### src/rtl/vending_machine_pkg.sv
// Shared definitions for the vending controller: state codes and default item prices.
// No logic of its own; the price lookup helper is purely combinational.
// Imported by the FSM and the top-level datapath.
package vending_machine_pkg;

    localparam logic [2:0] ST_IDLE     = 3'd0;
    localparam logic [2:0] ST_START    = 3'd1;
    localparam logic [2:0] ST_COLLECT  = 3'd2;
    localparam logic [2:0] ST_CHECK    = 3'd3;
    localparam logic [2:0] ST_DISPENSE = 3'd4;
    localparam logic [2:0] ST_CHANGE   = 3'd5;
    localparam logic [2:0] ST_DONE     = 3'd6;
    localparam logic [2:0] ST_CANCEL   = 3'd7;

    localparam logic [7:0] PRICE0_DEF = 8'd5;
    localparam logic [7:0] PRICE1_DEF = 8'd8;
    localparam logic [7:0] PRICE2_DEF = 8'd10;
    localparam logic [7:0] PRICE3_DEF = 8'd15;

    // Pick one 8-bit price out of the packed {p3,p2,p1,p0} table.
    function automatic logic [7:0] price_sel(input logic [31:0] flat, input logic [1:0] sel);
        logic [7:0] p;
        case (sel)
            2'd0:    p = flat[7:0];
            2'd1:    p = flat[15:8];
            2'd2:    p = flat[23:16];
            default: p = flat[31:24];
        endcase
        return p;
    endfunction

endpackage

### src/rtl/vending_machine_fsm.sv
// Transaction sequencer: state register, next-state decode and Moore status flags.
// State advances one step per clock; flags are pure decodes of the current state.
// No backpressure: cancel and in are sampled every cycle, cancel has top priority.
module vm_fsm
    import vending_machine_pkg::*;
(
    input  logic       clk,
    input  logic       reset,
    input  logic       in_i,
    input  logic       cancel_i,
    input  logic       afford_i,
    output logic [2:0] state_o,
    output logic       dispense_o,
    output logic       start_o,
    output logic       done_o,
    output logic       ldm_o,
    output logic       check_o,
    output logic       rc_o,
    output logic       canceled_o,
    output logic       short_err_o
);

    logic [2:0] state_q;
    logic [2:0] state_d;

    // State register, cleared straight to IDLE by reset at any time.
    always_ff @(posedge clk or posedge reset) begin
        if (reset) begin
            state_q <= ST_IDLE;
        end else begin
            state_q <= state_d;
        end
    end

    // Next-state decode; cancel wins over every other condition while a session is open.
    always_comb begin
        state_d = state_q;
        case (state_q)
            ST_IDLE:     if (in_i) state_d = ST_START;
            ST_START:    state_d = cancel_i ? ST_CANCEL : ST_COLLECT;
            ST_COLLECT: begin
                if (cancel_i)   state_d = ST_CANCEL;
                else if (!in_i) state_d = ST_CHECK;
            end
            ST_CHECK: begin
                if (cancel_i)      state_d = ST_CANCEL;
                else if (afford_i) state_d = ST_DISPENSE;
                else               state_d = ST_CANCEL;
            end
            ST_DISPENSE: state_d = ST_CHANGE;
            ST_CHANGE:   state_d = ST_DONE;
            ST_DONE:     state_d = ST_IDLE;
            ST_CANCEL:   state_d = ST_IDLE;
            default:     state_d = ST_IDLE;
        endcase
    end

    // Status flags from the current state, plus the shortfall strobe seen during CHECK.
    always_comb begin
        start_o     = (state_q == ST_START);
        ldm_o       = (state_q == ST_COLLECT);
        check_o     = (state_q == ST_CHECK);
        dispense_o  = (state_q == ST_DISPENSE);
        rc_o        = (state_q == ST_CHANGE);
        done_o      = (state_q == ST_DONE);
        canceled_o  = (state_q == ST_CANCEL);
        short_err_o = (state_q == ST_CHECK) && !cancel_i && !afford_i;
        state_o     = state_q;
    end

endmodule

### src/rtl/vending_machine_top.sv
// Vending controller top: coin accumulator, item select, price compare, change/refund register.
// Coins add to the balance on the same edge they are presented; change is valid one cycle after DISPENSE/CANCEL.
// No backpressure: a coin that would overflow the 8-bit balance is dropped and flagged on error.
module vending_machine_top
    import vending_machine_pkg::*;
#(
    parameter logic [7:0] PRICE0 = PRICE0_DEF,
    parameter logic [7:0] PRICE1 = PRICE1_DEF,
    parameter logic [7:0] PRICE2 = PRICE2_DEF,
    parameter logic [7:0] PRICE3 = PRICE3_DEF
) (
    input  logic        clk,
    input  logic        reset,
    input  logic [2:0]  money,
    input  logic [1:0]  Psel,
    input  logic        cancel,
    input  logic        in,
    output logic        dispense,
    output logic        start,
    output logic        done,
    output logic        ldM,
    output logic        check,
    output logic        RC,
    output logic        canceled,
    output logic        error,
    output logic [31:0] item_price_flat,
    output logic [7:0]  total_balance,
    output logic [7:0]  Return_change,
    output logic [2:0]  state
);

    logic [7:0] bal_q, bal_d;
    logic [7:0] rc_q,  rc_d;
    logic [1:0] sel_q, sel_d;
    logic [7:0] price;
    logic [8:0] coin_sum;
    logic       collecting;
    logic       coin_ok;
    logic       coin_ovf;
    logic       afford;
    logic       short_err;

    assign item_price_flat = {PRICE3, PRICE2, PRICE1, PRICE0};
    assign price           = price_sel(item_price_flat, sel_q);
    assign afford          = (bal_q >= price);

    // Nine-bit sum exposes the carry so an overflowing coin can be rejected cleanly.
    assign collecting = (state == ST_START) || (state == ST_COLLECT);
    assign coin_sum   = {1'b0, bal_q} + {6'd0, money};
    assign coin_ok    = collecting && in && !cancel && (money != 3'd0);
    assign coin_ovf   = coin_ok && coin_sum[8];

    assign error         = coin_ovf || short_err;
    assign total_balance = bal_q;
    assign Return_change = rc_q;

    vm_fsm u_fsm (
        .clk         (clk),
        .reset       (reset),
        .in_i        (in),
        .cancel_i    (cancel),
        .afford_i    (afford),
        .state_o     (state),
        .dispense_o  (dispense),
        .start_o     (start),
        .done_o      (done),
        .ldm_o       (ldM),
        .check_o     (check),
        .rc_o        (RC),
        .canceled_o  (canceled),
        .short_err_o (short_err)
    );

    // Datapath next-state: balance, change and select updates keyed off the current state.
    always_comb begin
        bal_d = bal_q;
        rc_d  = rc_q;
        sel_d = sel_q;
        case (state)
            ST_IDLE: begin
                if (in) begin
                    bal_d = 8'd0;
                    rc_d  = 8'd0;
                end
            end
            ST_START, ST_COLLECT: begin
                sel_d = Psel;
                if (coin_ok && !coin_sum[8]) bal_d = coin_sum[7:0];
            end
            ST_DISPENSE: begin
                rc_d  = bal_q - price;
                bal_d = 8'd0;
            end
            ST_CANCEL: begin
                rc_d  = bal_q;
                bal_d = 8'd0;
            end
            default: ;
        endcase
    end

    // Datapath registers; reset discards any balance without recording a refund.
    always_ff @(posedge clk or posedge reset) begin
        if (reset) begin
            bal_q <= 8'd0;
            rc_q  <= 8'd0;
            sel_q <= 2'd0;
        end else begin
            bal_q <= bal_d;
            rc_q  <= rc_d;
            sel_q <= sel_d;
        end
    end

endmodule

### config.mk
export PLATFORM = sky130hd
export DESIGN_NAME = vending_machine_top
export DESIGN_NICKNAME = d
export VERILOG_FILES = /design/src/rtl/vending_machine_pkg.sv /design/src/rtl/vending_machine_fsm.sv /design/src/rtl/vending_machine_top.sv
export SDC_FILE = /design/constraint.sdc
export NUM_CORES = 1
export LEC_CHECK = 0
export ABC_CLOCK_PERIOD_IN_PS = 6500
export CORE_ASPECT_RATIO = 1.25
export CORE_MARGIN = 2
export CORE_UTILIZATION = 40
export CTS_CLUSTER_DIAMETER = 200
export CTS_CLUSTER_SIZE = 30
export DETAILED_ROUTE_END_ITERATION = 8
export HOLD_SLACK_MARGIN = 0.15
export PLACE_DENSITY = 0.75
export SLEW_MARGIN = 25
export SYNTH_ARGS = -nofsm -noshare
export SYNTH_HDL_FRONTEND = slang
export SYNTH_SLANG_ARGS = --single-unit
### constraint.sdc
create_clock -name clk -period 6.5 [get_ports clk]
set_input_delay 1.3 -clock clk [delete_from_list [all_inputs] [get_ports clk]]
set_output_delay 1.3 -clock clk [all_outputs]
set_load 0.02 [all_outputs]
==> After elaboration in Yosys (flattened, before gate mapping) <==
Cells that the tools add are included.
W data, S select, Z words.
{ "totals": {"regBits": 21, "latch_bits": 0, "ramBits": 0, "mem_bits_ro": 0, "inputBits": 9, "output_inout_bits": 59, "elab_cells": 54, "mem_count": 0} }
{ "op_classes": {"addsub": 2, "multipliers": 0, "n_div": 0, "n_lt_le_gt_ge": 1, "n_eq_ne": 12, "n_shift": 0, "muxes": 12, "bitwise": 0, "reduce_logical": 23} }
{ "ops": {"columns": ["operator", "n"], "rows": [
  ["$pmux W8 S3", 2],
  ["$pmux W3 S7", 1],
  ["$mux W8", 2],
  ["$mux W3", 5],
  ["$eq A3 B3 Y1 const B", 4],
  ["$pmux W4 S3", 1],
  ["$add A8 B3 Y9", 1],
  ["$reduce_bool A3 Y1", 3],
  ["$ge A8 B8 Y1", 1],
  ["$sub A8 B8 Y8", 1],
  ["$logic_and A1 B1 Y1", 7],
  ["$eq A3 B2 Y1 const B", 2],
  ["$reduce_or A2 Y1", 3],
  ["$ne A2 B2 Y1 const B", 2],
  ["$reduce_and A2 Y1", 2],
  ["$eq A3 B1 Y1 const B", 1],
  ["$logic_not A1 Y1", 3],
  ["$logic_not A3 Y1", 1],
  ["$ne A3 B3 Y1 const B", 1],
  ["$reduce_and A3 Y1", 1],
  ["$eq A2 B1 Y1 const B", 1],
  ["$eq A2 B2 Y1 const B", 1],
  ["$logic_not A2 Y1", 1],
  ["$logic_or A1 B1 Y1", 2],
  ["$mux W2", 1]
]} }

==> Longest topological paths before layout <==
{ "logic_depth": {"ltp_word": 8, "ltp_mapped": 10, "mapped_depth_nobuf": 10} }

==> Modules after synthesis <==
Synthesis repeated with hierarchy kept, for this count alone.
{ "hier_totals": {"cells_unflattened": 205, "area_unflattened_um2": 1729.2} }
{ "modules_own_cells": {"columns": ["mod", "instances", "cells_each", "area_each_um2", "seq_area_each_um2"], "rows": [
  ["vending_machine_top", 1, 175, 1498.9, 450.4],
  ["vm_fsm", 1, 30, 230.2, 75.1]
]} }

==> Worst setup path before layout <==
OpenSTA, ideal clock, no wires.
{ "synth_timing": {"kind": "in2out", "from": "input money[0]", "to": "output error", "arrival_ps": 2857, "t_required_ps": 5200, "setup_slack_ps": 2343, "path_stages": 7, "path_cell_list": "ha_1 > inv_1 > fa_1 > nor2b_1 > or2_2 > nand3_1 > o32ai_1"} }
{ "synth_via": {"elab_chain_cells": 4} }
{ "synth_lines": {"columns": ["item", "line_no", "source"], "rows": [
  ["start: declaration", "vending_machine_top.sv:14", "input logic [2:0] money,"],
  ["branches (longest 2 deep; another with $add A8 B3 Y9)", null, null],
  ["$logic_and A1 B1 Y1 (*)", "vending_machine_top.sv:51", "assign coin_ovf = coin_ok && coin_sum[8];"],
  ["$logic_or A1 B1 Y1 (*)", "vending_machine_top.sv:53", "assign error = coin_ovf || short_err;"],
  ["end: declaration", "vending_machine_top.sv:25", "output logic error,"]
]} }
Mark *: on every way between the ends.

==> Final worst setup path <==
Same ends and word-level chain as after synthesis.

==> flow_summary_export.csv <==
group,metric,value,unit
place,dp.cells,280,
cts,ctsRootBufferMaster,"clkbuf_8",
routing,drt_first_pass_iters,4,
min_path,hold_end,"Return_change[2]",
layout,layout-drive-gt1-share,3.95,%
timing,final.setup_skew,0.00460,ns
logic_synthesis,synthArstFlopShare,100,%
cts,postCtsResizedCells,0,
setup_path,worst-r2r-setup-slack,4.18,ns
logic_synthesis,syn_avg_cell_area,8.58,µm²
global_route,grt_usage,16.3,%
layout,syn2layout_area_growth,18.0,%
place,gp_congestion,0.838,
logic_synthesis,ys_seq_area_share,30.8,%
routing,drt-total-wl,3.71,mm
logic_synthesis,synth_cell_types,43,
place,dp_hpwl,2.78,mm
setup_path,r2r_cells,6,
cts,htreeDepth,1,
cts,cts_sinks,21,
floorplanning,die_y,77.0,µm
layout,antenna_cells,0,
power_and_ir_drop,p_leak,0.000916,µW
setup_path,cp.arrival,3.77,ns
global_route,overflow,0,
global_route,grt_pass1_wl,6.27,mm
floorplanning,die_area,4810,µm²
setup_path,crit_fanout,3,
floorplanning,design.core.area,4100,µm²
cts,cts_tree,"done",
timing,grt_setup_unrepaired,"false",
cts,hold_buffers,0,
floorplanning,std_cell_rows,26,
timing,hold_viol_final,0,
place,port_buffers,35,
routing,avgViaCountPerCell,4.94,
logic_synthesis,yosys_register_bits,21,
logic_synthesis,synth-main-ff-cell,"dfrtp_1",
cts,cts_made_buffers,3,
min_path,min-delay-start,"Return_change[2]",
global_route,grt_antenna_before_repair,0,
setup_path,endpoint_kind,"output port",
layout,nets,248,
cts,post_cts_buffers,0,
timing,whs,0.509,ns
routing,vias,1403,
logic_synthesis,synth_edf_count,0,
setup_path,reg2reg_from,"total_balance[2]",
global_route,grt_max_degree,22,
routing,wl_met1,1.68,mm
floorplanning,initial_core_util,41.6,%
setup_path,worstPathRequired,5.20,ns
timing,fin_crit_sh,78.1,%
setup_path,path_cells,"clkdlybuf4s50_1 > ha_1 > inv_1 > fa_1 > nor2b_1 > or2_2 > nand3_1 > o32ai_1 > clkdlybuf4s50_1",
cts,clockBufferDepth,2,
timing,finalSetupViolations,0,
routing,wire_per_inst,13.1,µm
logic_synthesis,syn_inst,199,
cts,clk_pin_slew_worst_paths,0.08,ns
routing,top_layer_used,"met4",
power_and_ir_drop,ir_drop,0.215,mV
timing,fmax,197,MHz
setup_path,r2r_end,"total_balance[3]",
layout,fin_cells,284,
routing,drt-initial-drc-count,33,
setup_path,path_common_cell,"clkdlybuf4s50_1",
routing,met2_length,1.79,mm
logic_synthesis,yosys_warnings,0,
setup_path,cpLargestDelayFamily,"buffers and inverters",
power_and_ir_drop,total_power,994,µW
timing,tns,0,ns
floorplanning,pin_count,68,
routing,wl_met3,175,µm
routing,route.detailed.drc,0,
setup_path,crit_type,"input port to output port",
min_path,min_path_cells,2,
layout,final_core_util,49.1,%
timing,tightest_slew,0.806,ns
job,cap_violations,0,
outcome,status,"completed",
cts,worstSkewPairLatency,0.27,ns
timing,relSlewSlack,46.2,%
logic_synthesis,syn_area,1710,µm²
timing,final.min_clock_period,5.07,ns
setup_path,cp-start-kind,"input port",
timing,maxSlewViolCount,0,
setup_path,crit_slowest_cell,"clkdlybuf4s50_1",
min_path,hp-class,"flop to flop",
power_and_ir_drop,power_density,494,nW/µm²
global_route,grt_pass1_vias,1327,
routing,ant_nets,0,
setup_path,path_buf_inv,3,
setup_path,critical_path.max_stage_delay,0.66,ns
floorplanning,die_width,62.4,µm
-- synthesized netlist by cell type (2+ instances only) --
cell,instances,area [µm²]
a21o_1,3,22.5
a21oi_1,16,80.1
a221o_1,3,30.0
a221oi_1,2,17.5
a22oi_1,3,22.5
and3b_1,2,17.5
buf_2,2,10.0
buf_4,32,240
clkbuf_1,6,22.5
conb_1,2,7.51
dfrtp_1,21,526
fa_1,2,40.0
ha_1,8,100
inv_1,10,37.5
nand2_1,9,33.8
nand2b_1,2,12.5
nand3b_1,3,22.5
nor2_1,11,41.3
nor2b_1,9,56.3
nor3_1,4,20.0
nor3b_1,2,15.0
o21a_1,3,22.5
o21ai_0,14,70.1
o31ai_1,3,22.5
or2_2,2,12.5
or3_1,7,43.8
xnor2_1,2,17.5
-- cells by family (layout without fill, tap and decap cells) --
| family | Yosys count | in the layout | synth area share, % |
|---|---|---|---|
| adders and majority gates | 11 | 11 | 8.80 |
| buffers and inverters | 50 | 49 | 18.2 |
| DFF | 21 | 21 | 30.8 |
| other | 2 | 32 | 0.440 |
| AOI/OAI and AO/OA | 54 | 54 | 21.0 |
| xor gates and xnor gates | 3 | 3 | 1.98 |
| and+or+nand+nor | 58 | 58 | 18.8 |
-- cells in the final DEF, fill, tap and decap left out, types with 4 or more instances in the layout --
cell,instances
nor2b_1,9
or3_1,7
nor2_1,11
inv_1,10
a21oi_1,16
nand2_1,9
o21ai_0,14
nor3_1,4
clkdlybuf4s50_1,35
conb_1,32
ha_1,8
dfrtp_1,21
-- worst register-to-register path: cells and delay by family (launching register included) --
kind                       cells  cell delay [ns]
AOI/OAI and AO/OA              3             0.86
DFF                            1             0.46
and+or+nand+nor                2             0.58
adders and majority gates      1             0.34
-- registers in the layout (all words and copies together), names as in the netlist --
name           cells
u_fsm.state_o      3
sel_q              2
total_balance      8
Return_change      8
-- through the flow --
stage	setup WS [ns]	cell area (µm²)
finish	1.43	2010
detailed placement	1.43	1970
CTS	1.41	2010
global placement	1.46	1970
global route	1.28	2010
floorplan	2.34	1820
-- where the power goes --
group	internal, µW	switching [µW]	leakage, µW	total, µW
clock network	42.9	44.6	0.0000255	87.4
logic	287	369	0.000621	657
registers	179	71.2	0.000269	250
total	509	485	0.000916	994
-- routing by layer --
layer  vias to the layer above  global-route usage (%)
met5                         -                       0
met4                         0                    7.11
met3                         5                    2.49
met2                        46                    28.3
met1                       659                    19.9
li1                        693                       -
-- cell type report --
cell class / instances / area [µm²]
Fill cell: 430 / 2090
Multi-Input combinational cell: 158 / 983
Sequential cell: 21 / 526
Timing Repair Buffer: 35 / 350
Tap cell: 56 / 70.1
Clock buffer: 3 / 41.3
Inverter: 10 / 37.5
Clock inverter: 1 / 5.00
-- worst max-delay path by stage --
stage               startpoint  endpoint  slack [ns]  cells past startpoint
floorplan             money[0]     error        2.34                      7
global placement      money[0]     error        1.46                      9
detailed placement    money[0]     error        1.43                      9
CTS                   money[0]     error        1.41                      9
global route          money[0]     error        1.28                      9
finish                money[0]     error        1.43                      9
(Power assumes the default switching activity.)
